## src/rtl/button_select_stepper_pkg.sv

```systemverilog
`default_nettype none
// ============================================================================
//  Module   : button_select_stepper_pkg
//  Brief    : Shared debounce FSM state encoding and select-range helpers.
//  Revision : 1.0 - initial release
// ============================================================================
package button_select_stepper_pkg;

    localparam int unsigned SEL_WIDTH_DEFAULT = 4;

    localparam logic [1:0] ST_IDLE         = 2'd0;
    localparam logic [1:0] ST_PRESS_WAIT   = 2'd1;
    localparam logic [1:0] ST_HELD         = 2'd2;
    localparam logic [1:0] ST_RELEASE_WAIT = 2'd3;

    function automatic int unsigned sel_max(input int unsigned width);
        return (32'd1 << width) - 32'd1;
    endfunction

    localparam int unsigned SEL_MAX = sel_max(SEL_WIDTH_DEFAULT);

endpackage
`default_nettype wire

```

## src/rtl/button_select_stepper_btn_debounce_edge.sv

```systemverilog
`default_nettype none
// ============================================================================
//  Module   : btn_debounce_edge
//  Brief    : Synchroniser + debounce FSM for one raw button; emits one press
//             pulse per accepted press. Auto-repeat timer under AUTOREPEAT_EN.
//  Revision : 1.0 - initial release
// ============================================================================
module btn_debounce_edge
    import button_select_stepper_pkg::*;
#(
    parameter int DEBOUNCE_CYCLES = 1000000,
    parameter int HOLD_CYCLES     = 50000000,
    parameter int REPEAT_CYCLES   = 20000000,
    parameter bit REPEAT_EN       = 1'b0
) (
    input  logic clk,
    input  logic rst,
    input  logic i_btn_raw,
    output logic o_press_pulse,
    output logic o_held_level
);

    localparam int c_CNT_W = (DEBOUNCE_CYCLES > 2) ? $clog2(DEBOUNCE_CYCLES) : 1;
    localparam logic [c_CNT_W-1:0] c_CNT_LAST = c_CNT_W'(DEBOUNCE_CYCLES - 1);

    logic               r_sync0;
    logic               r_sync1;
    logic [1:0]         r_state;
    logic [c_CNT_W-1:0] r_cnt;
    logic               r_press_pulse;

    logic [1:0]         w_state_nxt;
    logic [c_CNT_W-1:0] w_cnt_nxt;
    logic [c_CNT_W-1:0] w_cnt_inc;
    logic               w_cnt_done;
    logic               w_accept;
    logic               w_rep_fire;

    always_ff @(posedge clk or posedge rst) begin
        if (rst) begin
            r_sync0 <= 1'b0;
            r_sync1 <= 1'b0;
        end else begin
            r_sync0 <= i_btn_raw;
            r_sync1 <= r_sync0;
        end
    end

    // The entry sample counts as the first stable cycle, so the wait states
    // leave once the incremented count reaches DEBOUNCE_CYCLES-1.
    assign w_cnt_inc  = r_cnt + c_CNT_W'(1);
    assign w_cnt_done = (w_cnt_inc == c_CNT_LAST);

    always_comb begin
        w_state_nxt = r_state;
        w_cnt_nxt   = r_cnt;
        w_accept    = 1'b0;
        case (r_state)
            ST_IDLE: begin
                if (r_sync1) begin
                    w_state_nxt = ST_PRESS_WAIT;
                    w_cnt_nxt   = '0;
                end
            end
            ST_PRESS_WAIT: begin
                if (!r_sync1) begin
                    w_state_nxt = ST_IDLE;
                end else if (w_cnt_done) begin
                    w_state_nxt = ST_HELD;
                    w_accept    = 1'b1;
                end else begin
                    w_cnt_nxt   = w_cnt_inc;
                end
            end
            ST_HELD: begin
                if (!r_sync1) begin
                    w_state_nxt = ST_RELEASE_WAIT;
                    w_cnt_nxt   = '0;
                end
            end
            ST_RELEASE_WAIT: begin
                if (r_sync1) begin
                    w_state_nxt = ST_HELD;
                end else if (w_cnt_done) begin
                    w_state_nxt = ST_IDLE;
                end else begin
                    w_cnt_nxt   = w_cnt_inc;
                end
            end
            default: begin
                w_state_nxt = ST_IDLE;
            end
        endcase
    end

    always_ff @(posedge clk or posedge rst) begin
        if (rst) begin
            r_state       <= ST_IDLE;
            r_cnt         <= '0;
            r_press_pulse <= 1'b0;
        end else begin
            r_state       <= w_state_nxt;
            r_cnt         <= w_cnt_nxt;
            r_press_pulse <= w_accept | w_rep_fire;
        end
    end

`ifdef AUTOREPEAT_EN
    if (REPEAT_EN) begin : g_repeat
        localparam int c_REP_MAX = (HOLD_CYCLES > REPEAT_CYCLES) ? HOLD_CYCLES : REPEAT_CYCLES;
        localparam int c_REP_W   = $clog2(c_REP_MAX + 1);
        localparam logic [c_REP_W-1:0] c_HOLD_LAST = c_REP_W'(HOLD_CYCLES - 1);
        localparam logic [c_REP_W-1:0] c_REP_LAST  = c_REP_W'(REPEAT_CYCLES - 1);

        logic [c_REP_W-1:0] r_rep_cnt;
        logic               r_rep_armed;
        logic               w_in_hold;
        logic               w_rep_hit;

        assign w_in_hold = (r_state == ST_HELD) && r_sync1;
        assign w_rep_hit = r_rep_armed ? (r_rep_cnt == c_REP_LAST) : (r_rep_cnt == c_HOLD_LAST);
        assign w_rep_fire = w_in_hold && w_rep_hit;

        // First interval is the long hold delay, every later one the repeat period.
        always_ff @(posedge clk or posedge rst) begin
            if (rst) begin
                r_rep_cnt   <= '0;
                r_rep_armed <= 1'b0;
            end else if (!w_in_hold) begin
                r_rep_cnt   <= '0;
                r_rep_armed <= 1'b0;
            end else if (w_rep_hit) begin
                r_rep_cnt   <= '0;
                r_rep_armed <= 1'b1;
            end else begin
                r_rep_cnt   <= r_rep_cnt + c_REP_W'(1);
            end
        end
    end else begin : g_no_repeat
        assign w_rep_fire = 1'b0;
    end
`else
    if (REPEAT_EN && (HOLD_CYCLES > 0) && (REPEAT_CYCLES > 0)) begin : g_repeat_off
        assign w_rep_fire = 1'b0;
    end else begin : g_no_repeat
        assign w_rep_fire = 1'b0;
    end
`endif

    assign o_press_pulse = r_press_pulse;
    assign o_held_level  = (r_state == ST_HELD) || (r_state == ST_RELEASE_WAIT);

endmodule
`default_nettype wire

```

## src/rtl/button_select_stepper.sv

```systemverilog
`default_nettype none
// ============================================================================
//  Module   : button_select_stepper
//  Brief    : Four debounced buttons step a wrapping select word for the 16:1
//             switch mux. Optional hold-to-repeat on up/down: AUTOREPEAT_EN.
//  Revision : 1.0 - initial release
// ============================================================================
module button_select_stepper
    import button_select_stepper_pkg::*;
#(
    parameter int SEL_WIDTH       = SEL_WIDTH_DEFAULT,
    parameter int DEBOUNCE_CYCLES = 1000000,
    parameter int HOLD_CYCLES     = 50000000,
    parameter int REPEAT_CYCLES   = 20000000
) (
    input  logic                 clockLineFromBoard,
    input  logic                 resetWholeSystem,
    input  logic                 upBtn,
    input  logic                 downBtn,
    input  logic                 leftBtn,
    input  logic                 rightBtn,
    output logic [SEL_WIDTH-1:0] selectorBitsFromButtons,
    output logic                 selChangePulse
);

    localparam int c_IDX_UP    = 0;
    localparam int c_IDX_DOWN  = 1;
    localparam int c_IDX_LEFT  = 2;
    localparam int c_IDX_RIGHT = 3;
    localparam logic [SEL_WIDTH-1:0] c_SEL_MAX = SEL_WIDTH'(sel_max(SEL_WIDTH));

    logic [3:0]           w_raw;
    logic [3:0]           w_press;
    logic [3:0]           w_held;
    logic [SEL_WIDTH-1:0] w_sel_nxt;
    logic [SEL_WIDTH-1:0] r_sel;
    logic                 r_chg;

    assign w_raw = {rightBtn, leftBtn, downBtn, upBtn};

    // Only up and down (indices 0 and 1) are allowed to auto-repeat.
    for (genvar gi = 0; gi < 4; gi++) begin : g_btn
        btn_debounce_edge #(
            .DEBOUNCE_CYCLES (DEBOUNCE_CYCLES),
            .HOLD_CYCLES     (HOLD_CYCLES),
            .REPEAT_CYCLES   (REPEAT_CYCLES),
            .REPEAT_EN       (gi < 2)
        ) u_btn (
            .clk           (clockLineFromBoard),
            .rst           (resetWholeSystem),
            .i_btn_raw     (w_raw[gi]),
            .o_press_pulse (w_press[gi]),
            .o_held_level  (w_held[gi])
        );
    end

    always_comb begin
        w_sel_nxt = r_sel;
        if (w_press[c_IDX_LEFT]) begin
            w_sel_nxt = '0;
        end else if (w_press[c_IDX_RIGHT]) begin
            w_sel_nxt = c_SEL_MAX;
        end else if (w_press[c_IDX_UP] && !w_press[c_IDX_DOWN]) begin
            w_sel_nxt = r_sel + SEL_WIDTH'(1);
        end else if (w_press[c_IDX_DOWN] && !w_press[c_IDX_UP]) begin
            w_sel_nxt = r_sel - SEL_WIDTH'(1);
        end
    end

    always_ff @(posedge clockLineFromBoard or posedge resetWholeSystem) begin
        if (resetWholeSystem) begin
            r_sel <= '0;
            r_chg <= 1'b0;
        end else begin
            r_sel <= w_sel_nxt;
            r_chg <= (w_sel_nxt != r_sel);
        end
    end

    assign selectorBitsFromButtons = r_sel;
    assign selChangePulse          = r_chg;

endmodule
`default_nettype wire

```

## config.mk

```make
export PLATFORM = sky130hd
export DESIGN_NAME = button_select_stepper
export DESIGN_NICKNAME = d
export VERILOG_FILES = /design/src/rtl/button_select_stepper_pkg.sv /design/src/rtl/button_select_stepper_btn_debounce_edge.sv /design/src/rtl/button_select_stepper.sv
export SDC_FILE = /design/constraint.sdc
export NUM_CORES = 1
export LEC_CHECK = 0
export CORE_MARGIN = 8
export CORE_UTILIZATION = 50
export DETAILED_ROUTE_END_ITERATION = 16
export MAX_ROUTING_LAYER = met4
export PLACE_DENSITY = 0.75
export SLEW_MARGIN = 0
export SYNTH_ARGS = -nofsm -noshare
export SYNTH_HDL_FRONTEND = slang
export SYNTH_SLANG_ARGS = --single-unit
```

## constraint.sdc

```tcl
create_clock -name clockLineFromBoard -period 3.2 [get_ports clockLineFromBoard]
set_input_delay 0.32 -clock clockLineFromBoard [delete_from_list [all_inputs] [get_ports clockLineFromBoard]]
set_output_delay 0.32 -clock clockLineFromBoard [all_outputs]
set_load 0.02 [all_outputs]
```

==> impl_metrics.json <==
{
  "min-delay-start": "g_btn[3].u_btn.r_sync0",
  "yosys.area_share.xor_xnor_pct": 3.83,
  "worstReg2RegStart": "g_btn[3].u_btn.r_cnt[1]",
  "cp_max_fo": 17,
  "required_time_of_the_critical_path_ns": 3.47,
  "design_area_mm2": 0.00742,
  "synth-seq-cells": 105,
  "post_synth_mux_area_share_pct": 2.70,
  "firstDrtPassIters": 7,
  "ant_nets": 0,
  "synth_edf_count": 0,
  "io_pins": 11,
  "cts_max_path_buffers": 2,
  "synth_fa_ha_area_share_pct": 1.82,
  "die_x_um": 133,
  "place_inst": 943,
  "postSynth.topFlopCell": "sky130_fd_sc_hd__dfrtp_1",
  "hold_path_stages": 0,
  "period_needed_ns": 2.85,
  "max_stage_delay_ns": 0.44,
  "wirelength_um": 15900,
  "htreeDepth": 3,
  "post-dp-hpwl_um": 10900,
  "setup-tns-final_ns": 0,
  "post_cts_buffers": 0,
  "outcome": "finished, final reports clean",
  "detail_route.iter0.violations": 581,
  "row_count": 43,
  "maxCapViolCount": 0,
  "total_power_w": 0.00286,
  "io_buffers": 10,
  "number_of_global_route_vias_before_repair": 5689,
  "synth-seq-area-share_pct": 38.3,
  "drc": 0,
  "worst_skew_pair.late_latency_ns": 0.35,
  "finish.net_count": 790,
  "highest_achievable_clock_rate_mhz": 351,
  "flow.area_growth_from_synthesis_pct": 8.19,
  "asyncSetResetFlopFracSynth_pct": 100,
  "wl_per_cell_um": 16.5,
  "worst-path-buf-inv": 2,
  "crit_path_setup_slack_layout_ns": 0.354,
  "final_hold_viol_count": 0,
  "hold_buffer_count_at_cts": 0,
  "total_setup_violations_reported_at_the_end_of_the_flow": 0,
  "post_route_cells_drive_above_1_share_pct": 9.63,
  "power-per-cell-area_mw_per_mm2": 385,
  "complex_gate_fraction_of_the_synthesized_area_pct": 20.5,
  "gpl.final_weighted_congestion": 0.987,
  "clock-skew-final_ns": 0.00761,
  "grt_setup_unrepaired": "false",
  "final_cells": 959,
  "clock_sinks": 105,
  "groute.usage.overall_pct": 18.7,
  "worst_slew_margin_rel_pct": 39.0,
  "vdd_drop_max_mv": 0.313,
  "library_cells_used_by_synthesis": 81,
  "post_synth_instance_area_mm2": 0.00686,
  "synth_simple_gate_area_share_pct": 27.3,
  "combinational_family_with_the_most_area_after_synthesis": "simple AND/OR/NAND/NOR gates",
  "preCtsSetupSlack_ns": 0.374,
  "startpoint_type": "register",
  "diodes": 0,
  "regToRegSetupSlack_ns": 0.35,
  "num_vias": 6127,
  "worst-r2r-cell-count": 10,
  "die-area_mm2": 0.0177,
  "syn-num-nets": 799,
  "total_leakage_power_nw": 3.00,
  "postSynthCellCount": 783,
  "final_slew_viol_count": 0,
  "avgSynthCellArea_um2": 8.76,
  "worstMarginPinSlew_ns": 0.909,
  "critPathKind": "register to register",
  "core-area_mm2": 0.0137,
  "initial_antenna_violation_count": 0,
  "vias_per_cell": 6.39,
  "worstHoldEndpoint": "g_btn[3].u_btn.r_sync1",
  "die_height_um": 133,
  "postCtsResizedCells": 0,
  "cts-root-buf": "sky130_fd_sc_hd__clkbuf_16",
  "cts_tree": "yes",
  "worstPathCellList": "ha_1, nand2_1, or3_1, o21ai_1, o2111ai_1, nor4_4, nand2b_1, buf_4, inv_2, o21ai_0",
  "start_util_pct": 50.2,
  "fill_cells": 1203,
  "grt_max_degree": 106,
  "timing.critical_path.arrival_ns": 3.11,
  "globalRoute.totalOverflow": 0,
  "global_route_wire_length_before_repair_um": 27200,
  "startpoint": "g_btn[3].u_btn.r_cnt[1]",
  "worst_setup_hold_path_clk_slew_ns": 0.07,
  "holdCritPathClass": "register to register",
  "cts_buffers": 9,
  "placedInstanceArea_mm2": 0.00711,
  "critPathCaptureType": "register",
  "path_delay_family": "simple AND/OR/NAND/NOR gates",
  "critical_path.reg2reg.endpoint": "g_btn[3].u_btn.r_cnt[8]",
  "synthesis.yosys.warnings": 0,
  "critical-path-slowest-cell": "sky130_fd_sc_hd__dfrtp_1",
  "timing.final.crit_share_pct": 88.9
}
## kinds of logic (layout without fill, tap and decap cells)
family / count (synthesis) / in the layout
and+or+nand+nor: 335 / 335
DFF: 105 / 105
buffers and inverters: 84 / 80
xor gates and xnor gates: 30 / 30
AOI/OAI and AO/OA: 202 / 202
adders and majority gates: 10 / 10
muxes: 17 / 17
## area by class of cell
cell class | count | area (µm²) | share of cell area, %
clock buffers | 10 | 229 | 3.08
clock inverters | 6 | 82.6 | 1.11
inverters | 31 | 119 | 1.60
multi-input cells | 594 | 3850 | 51.9
flip-flops and latches | 105 | 2630 | 35.4
well taps | 180 | 225 | 3.03
repair buffers | 33 | 285 | 3.84
## flip-flops by register name, indices dropped and copies added, names as in the netlist, named ones only
| name | flops |
|---|---|
| g_btn.u_btn.o_press_pulse | 4 |
| g_btn.u_btn.r_cnt | 80 |
| g_btn.u_btn.r_state | 4 |
| g_btn.u_btn.r_sync0 | 4 |
| g_btn.u_btn.r_sync1 | 4 |
| selChangePulse | 1 |
| selectorBitsFromButtons | 4 |
## cells in the mapped netlist (all sizes together), types with 5 or more instances
cell / instances / area [µm²]
o41ai: 11 / 96.3
nor2: 39 / 146
o31ai: 13 / 97.6
nor4b: 7 / 76.3
nand3: 46 / 240
o21ai: 58 / 290
a31oi: 13 / 81.3
nand2: 78 / 293
a21o: 7 / 52.6
clkbuf: 23 / 86.3
mux2i: 5 / 50.1
dfrtp: 105 / 2630
nor4: 16 / 115
mux2: 12 / 135
ha: 10 / 125
nor3: 35 / 175
and2: 5 / 31.3
or3: 10 / 67.6
and3: 15 / 93.8
inv: 30 / 113
and4: 11 / 97.6
o2bb2ai: 10 / 113
xor2: 12 / 105
buf: 30 / 176
a21oi: 28 / 144
xnor2: 18 / 158
nand3b: 6 / 45.0
a22o: 13 / 123
or4: 8 / 63.8
nand2b: 11 / 68.8
o2111ai: 6 / 52.6
a211oi: 5 / 37.5
nor2b: 5 / 31.3
nand4: 30 / 218
o211ai: 7 / 52.6
## metal layers
layer	GRT usage, %	wire length, µm	vias up
met5	-	0	-
met4	8.30	340	0
met3	2.94	729	34
met2	28.7	7540	184
met1	24.0	7270	2966
li1	-	-	2943
## worst reg2reg max path, stage by stage, from the launching register on
cell,delay [ns]
sky130_fd_sc_hd__dfrtp_1,0.44
sky130_fd_sc_hd__ha_1,0.33
sky130_fd_sc_hd__nand2_1,0.20
sky130_fd_sc_hd__or3_1,0.40
sky130_fd_sc_hd__o21ai_1,0.27
sky130_fd_sc_hd__o2111ai_1,0.22
sky130_fd_sc_hd__nor4_4,0.27
sky130_fd_sc_hd__nand2b_1,0.13
sky130_fd_sc_hd__buf_4,0.23
sky130_fd_sc_hd__inv_2,0.09
sky130_fd_sc_hd__o21ai_0,0.18
## cells in the final DEF (no fill, tap or decap), drive strengths merged, types with 10 or more instances in the layout
cell	count
xor2	12
o41ai	11
nor2	39
nand2	78
a22o	13
inv	30
clkbuf	10
a31oi	13
ha	10
and4	11
xnor2	18
o31ai	13
nand3	46
or3	10
nand2b	11
a21oi	28
nor4	16
mux2	12
dfrtp	105
o2bb2ai	10
buf	23
clkdlybuf4s50	10
o21ai	58
nor3	35
and3	15
nand4	30
## per-stage QoR
| stage | hold slack [ns] | utilization, % |
|---|---|---|
| 6_report | 0.350 | 54.3 |
| 5_1_grt | 0.355 | 54.3 |
| 4_1_cts | 0.352 | 54.3 |
| 3_5_place_dp | 0.337 | 52.0 |
| 3_3_place_gp | 0.332 | 52.0 |
| 2_1_floorplan | 0.331 | - |
## worst max-delay path by stage
stage | end | slack (ns) | cells past startpoint
6_report | g_btn[3].u_btn.r_cnt[8] | 0.35 | 10
2_1_floorplan | asynchronous set/reset pin | 0.12 | 1
3_3_place_gp | g_btn[0].u_btn.r_cnt[3] | 0.47 | 8
5_1_grt | g_btn[2].u_btn.r_cnt[18] | 0.12 | 9
4_1_cts | g_btn[2].u_btn.r_cnt[18] | 0.37 | 9
3_5_place_dp | g_btn[2].u_btn.r_cnt[18] | 0.37 | 9
## power by group
| group | switching (W) | leakage [nW] | internal (W) |
|---|---|---|---|
| registers | 0.0000803 | 1.43 | 0.00137 |
| clock network | 0.000498 | 0.152 | 0.000682 |
| logic | 0.000142 | 1.42 | 0.0000878 |
Note: power is estimated with default switching activity, not from simulation.
